--- src/rtl/demux1to4_reg.sv ---
// Registered 1-to-4 demultiplexer. It routes a valid/ready source word to the channel
// picked by {Sel1,Sel0}. Each channel holds its word in a one-entry output register.
module demux1to4_reg #(
  parameter int WIDTH = 16,
  parameter int CNT_W = 8
) (
  input  logic             clk,
  input  logic             rst,
  input  logic [WIDTH-1:0] In,
  input  logic             InValid,
  output logic             InReady,
  input  logic             Sel1,
  input  logic             Sel0,
  output logic [WIDTH-1:0] Out0,
  output logic [WIDTH-1:0] Out1,
  output logic [WIDTH-1:0] Out2,
  output logic [WIDTH-1:0] Out3,
  output logic             Valid0,
  output logic             Valid1,
  output logic             Valid2,
  output logic             Valid3,
  input  logic             Ready0,
  input  logic             Ready1,
  input  logic             Ready2,
  input  logic             Ready3,
  output logic [CNT_W-1:0] Cnt0,
  output logic [CNT_W-1:0] Cnt1,
  output logic [CNT_W-1:0] Cnt2,
  output logic [CNT_W-1:0] Cnt3
);

  logic [1:0]       sel;
  logic [3:0]       ready;
  logic [3:0]       push;
  logic             acc;
  logic [3:0]       valid_q, valid_d;
  logic [WIDTH-1:0] out_q [4];
  logic [WIDTH-1:0] out_d [4];
  logic [CNT_W-1:0] cnt_q [4];
  logic [CNT_W-1:0] cnt_d [4];

  assign sel   = {Sel1, Sel0};
  assign ready = {Ready3, Ready2, Ready1, Ready0};

  // Only the selected channel gates the source, so a stalled channel never blocks the others.
  assign InReady = ~rst & (~valid_q[sel] | ready[sel]);
  assign acc     = InValid & InReady;

  always_comb begin
    push    = '0;
    valid_d = valid_q;
    for (int k = 0; k < 4; k++) begin
      out_d[k]   = out_q[k];
      cnt_d[k]   = cnt_q[k];
      push[k]    = acc & (sel == 2'(k));
      valid_d[k] = push[k] | (valid_q[k] & ~ready[k]);
      if (push[k]) begin
        out_d[k] = In;
        cnt_d[k] = cnt_q[k] + CNT_W'(1);
      end
    end
  end

  always_ff @(posedge clk) begin
    if (rst) begin
      valid_q <= '0;
      for (int k = 0; k < 4; k++) begin
        out_q[k] <= '0;
        cnt_q[k] <= '0;
      end
    end else begin
      valid_q <= valid_d;
      for (int k = 0; k < 4; k++) begin
        out_q[k] <= out_d[k];
        cnt_q[k] <= cnt_d[k];
      end
    end
  end

  assign Out0   = out_q[0];
  assign Out1   = out_q[1];
  assign Out2   = out_q[2];
  assign Out3   = out_q[3];
  assign Valid0 = valid_q[0];
  assign Valid1 = valid_q[1];
  assign Valid2 = valid_q[2];
  assign Valid3 = valid_q[3];
  assign Cnt0   = cnt_q[0];
  assign Cnt1   = cnt_q[1];
  assign Cnt2   = cnt_q[2];
  assign Cnt3   = cnt_q[3];

endmodule

--- config.mk ---
export PLATFORM = sky130hd
export DESIGN_NAME = demux1to4_reg
export DESIGN_NICKNAME = d
export VERILOG_FILES = /design/src/rtl/demux1to4_reg.sv
export SDC_FILE = /design/constraint.sdc
export NUM_CORES = 1
export LEC_CHECK = 0
export BUFFER_PORTS_ARGS = -buffer_cell sky130_fd_sc_hd__buf_2
export CORE_ASPECT_RATIO = 0.5
export CORE_UTILIZATION = 50
export CTS_CLUSTER_DIAMETER = 30
export DETAILED_ROUTE_END_ITERATION = 7
export PLACE_DENSITY = 0.86
export SYNTH_ARGS = -nofsm -noshare
export SYNTH_HDL_FRONTEND = slang
export SYNTH_SLANG_ARGS = --single-unit
--- constraint.sdc ---
create_clock -name clk -period 2 [get_ports clk]
set_input_delay 0.2 -clock clk [delete_from_list [all_inputs] [get_ports clk]]
set_output_delay 0.2 -clock clk [all_outputs]
set_load 0.05 [all_outputs]
==> results by group <==
Timing
  – Final period util: 0.972
  – Setup TNS: 0 ns
  – Clock skew: 0.00747 ns
  – Max frequency: 0.515 GHz
  – RSZ-0062 raised after global routing: false
  – Slew headroom: 0.528
  – Hold WS: 0.121 ns
  – Worst Max-Slew Pin Slew: 0.707 ns
  – Min Tclk post-route: 1.94 ns
  – Endpoints failing setup: 0
  – Final hold violations: 0
  – Final slew viol count: 0

Power and ir drop
  – Leakage: 0.00212 µW
  – Logic pwr share: 0.085
  – Clock Power Share: 0.426
  – Internal power: 3130 µW
  – Sw Ratio: 0.251
  – Max IR drop VDD: 0.567 mV
  – Power density cells: 830 nW/µm²
  – Seq pwr share: 0.489
  – Net switching power: 1050 µW

Outcome
  – Status: finished, final reports clean

Critical path
  – Worst Setup Start Kind: register
  – Crit Path Max Fanout: 5
  – FF-to-FF End: cnt_q[2][6]$_SDFFE_PP0P_
  – Slowest stage delay, CP: 0.50 ns
  – CP max-delay cell: mux4_2
  – Crit-path cells: nor2b_1, mux4_2, buf_4, nor2_4, buf_4
  – Worst R2R Setup Slack: 0.09 ns
  – CP Capture Type: primary output
  – R2R depth: 5
  – Worst path arrival time: 1.74 ns
  – Crit path required time: 1.80 ns
  – Setup CP Type: register to primary output
  – Reg2reg start: valid_q[3]$_SDFF_PP0_
  – Crit-path most repeated cell: buf_4

Placed design
  – IO Port Bufs: 125
  – Placer Congestion: 0.774
  – Post-DP HPWL: 7.21 mm

Clocking
  – CTS tree: done
  – CTS Buffer Depth: 2
  – CTS buffer count: 9
  – Clk slew on worst S/H paths: 0.07 ns
  – Htree depth: 3
  – CTS Hold Bufs: 0
  – Clk Latency, worst-skew pair: 0.35 ns
  – CTS sink count: 100
  – Root Driver: clkbuf_16

Detailed routing
  – Pre-Repair DR Iteration Count: 4
  – DRT Wirelength: 10.5 mm
  – DR vias: 3846
  – DRC viols: 0
  – Post-route ant nets: 0
  – DR iter-0 viols: 272
  – WL per Instance: 14.6 µm
  – Vias per inst: 5.34

Worst hold path
  – Hold Startpoint: In[13]
  – Hold path endpoint: out_q[2][13]$_SDFFE_PP0P_
  – Hold path cells: 3
  – Hold Crit Class: primary input to register

Global route
  – Number of global-route vias before repair: 3454
  – Remaining Overflow, GRT: 0
  – Initial antenna violation count: 0
  – Total track usage: 0.262
  – Pin count of the biggest net entering global routing: 54
  – First-pass GRT wire length: 16.6 mm

Final layout
  – Fillers: 608
  – Layout cell share with drive strength beyond 1: 0.271
  – Final layout net count: 636
  – Diode count: 0
  – Area Growth Syn to Fin: 27.9%

Floorplan
  – Site Rows: 22
  – Die height: 64.7 µm
  – Die area: 8250 µm²
  – IO Pins: 126
  – Die width: 127 µm
  – Initial core utilization: 0.527
  – Core area: 7460 µm²

Yosys
  – Synthesized area: 3930 µm²
  – Mapped Cells: 481
  – Sequential fraction of the synthesis area: 0.509
  – Ys async rst share: 0
  – Post-synthesis register bit count: 100
  – Top_reg_cell synth: dfxtp_1
  – Synthesized Nets: 510
  – Post-synth EDFFs: 0
  – Warnings, synthesis: 0
  – Mean Syn Cell Area: 8.18 µm²
  – Post-synthesis cell type count: 36

Flow run
  – Max_cap viols: 0
[synthesized netlist by cell type (all sizes together) (3+ instances only)]
cell type  instances  area share
a21oi             86        0.11
and3               3      0.0048
buf               11       0.019
clkbuf            18       0.017
dfxtp            100        0.51
ha                 4       0.013
inv                3      0.0029
nand2            145        0.14
nand2b             5      0.0080
nand3             17       0.022
nand4              7       0.011
nor2              12       0.011
nor2b              8       0.013
nor3               4      0.0076
nor4               4      0.0064
o21ai              8       0.010
o311ai             3      0.0067
o31ai              6       0.011
o41ai              3      0.0086
or3                9       0.014
or4                6       0.011
xnor2              5       0.011
[layout make-up]
type	instances	area (µm²)	share of cell area
clock buffer	10	239	0.0475
clock inverter	6	68.8	0.0137
inverter	3	11.3	0.00224
sequential	100	2000	0.398
timing repair buffer	143	763	0.152
tap	108	135	0.0269
multi-input combinational	350	1810	0.360
[power by group through the flow]
stage	logic [µW]	registers [µW]	clock network [µW]
floorplan	123	2200	0
global placement	346	2080	0
detailed placement	350	2090	0
CTS	355	2040	1810
global route	381	2040	1900
finish	357	2040	1780
[layout by cell type, fill, tap and decap left out, types with 4 or more instances in the layout]
cell type / instances
a21oi_1: 86
buf_2: 124
buf_4: 19
clkbuf_16: 9
dfxtp_1: 100
ha_1: 4
nand2_1: 145
nand2b_1: 5
nand3_1: 17
nand4_1: 7
nor2_1: 11
nor2b_1: 8
nor4_1: 4
o21ai_0: 8
o31ai_1: 6
or3_1: 9
or4_1: 6
xnor2_1: 5
[metal layers]
layer	GRT usage	wire length [µm]	part of all wire
met4	0.0967	144	0.014
met3	0.0908	689	0.066
met1	0.296	4500	0.43
met5	0	0	0
met2	0.462	5140	0.49
[how the worst max path moves through the flow]
stage / from / end / slack (ns)
6_report: valid_q[3]$_SDFF_PP0_ / InReady / 0.06
5_1_grt: valid_q[3]$_SDFF_PP0_ / InReady / 0.002
4_1_cts: valid_q[1]$_SDFF_PP0_ / InReady / 0.05
3_5_place_dp: valid_q[1]$_SDFF_PP0_ / cnt_q[0][6]$_SDFFE_PP0P_ / 0.05
3_3_place_gp: valid_q[3]$_SDFF_PP0_ / cnt_q[0][6]$_SDFFE_PP0P_ / 0.11
2_1_floorplan: valid_q[3]$_SDFF_PP0_ / InReady / 0.01
[critical path, delay by kind of cell (launching register included)]
kind                   cells  cell delay [ns]
flip-flops                 1             0.30
multiplexers               1             0.50
buffers and inverters      2             0.37
AND/OR/NAND/NOR            2             0.23
[registers in the layout (all words and copies together), names as in the netlist]
register / flops
valid_q: 4
cnt_q: 32
out_q: 64
[cells by family after synthesis]
logic type / Yosys count / share of synthesized area
flops: 100 / 0.509
fa+ha+maj: 4 / 0.0127
mux: 3 / 0.0111
simple gates: 225 / 0.258
compound gates: 111 / 0.157
xor+xnor: 6 / 0.0134
buf+inv: 32 / 0.0388
[through the flow]
| stage | setup WS [ns] | area [µm²] | utilization | power (µW) | cells |
|---|---|---|---|---|---|
| 6_report | 0.0570 | 5030 | 0.675 | 4180 | 720 |
| 5_1_grt | 0.00164 | 5030 | 0.675 | 4320 | 720 |
| 4_1_cts | 0.0508 | 5030 | 0.675 | 4200 | 720 |
| 3_5_place_dp | 0.0516 | 4690 | 0.628 | 2440 | 702 |
| 3_3_place_gp | 0.106 | 4690 | 0.628 | 2430 | 702 |
| 2_1_floorplan | 0.0117 | 3940 | - | 2320 | 481 |
[timing repair]
action / CTS / global route
setup buffers: 1 / 0
endpoints found under the setup margin: 1 / 0
resized for setup: 1 / 0
(Power assumes the default switching activity.)
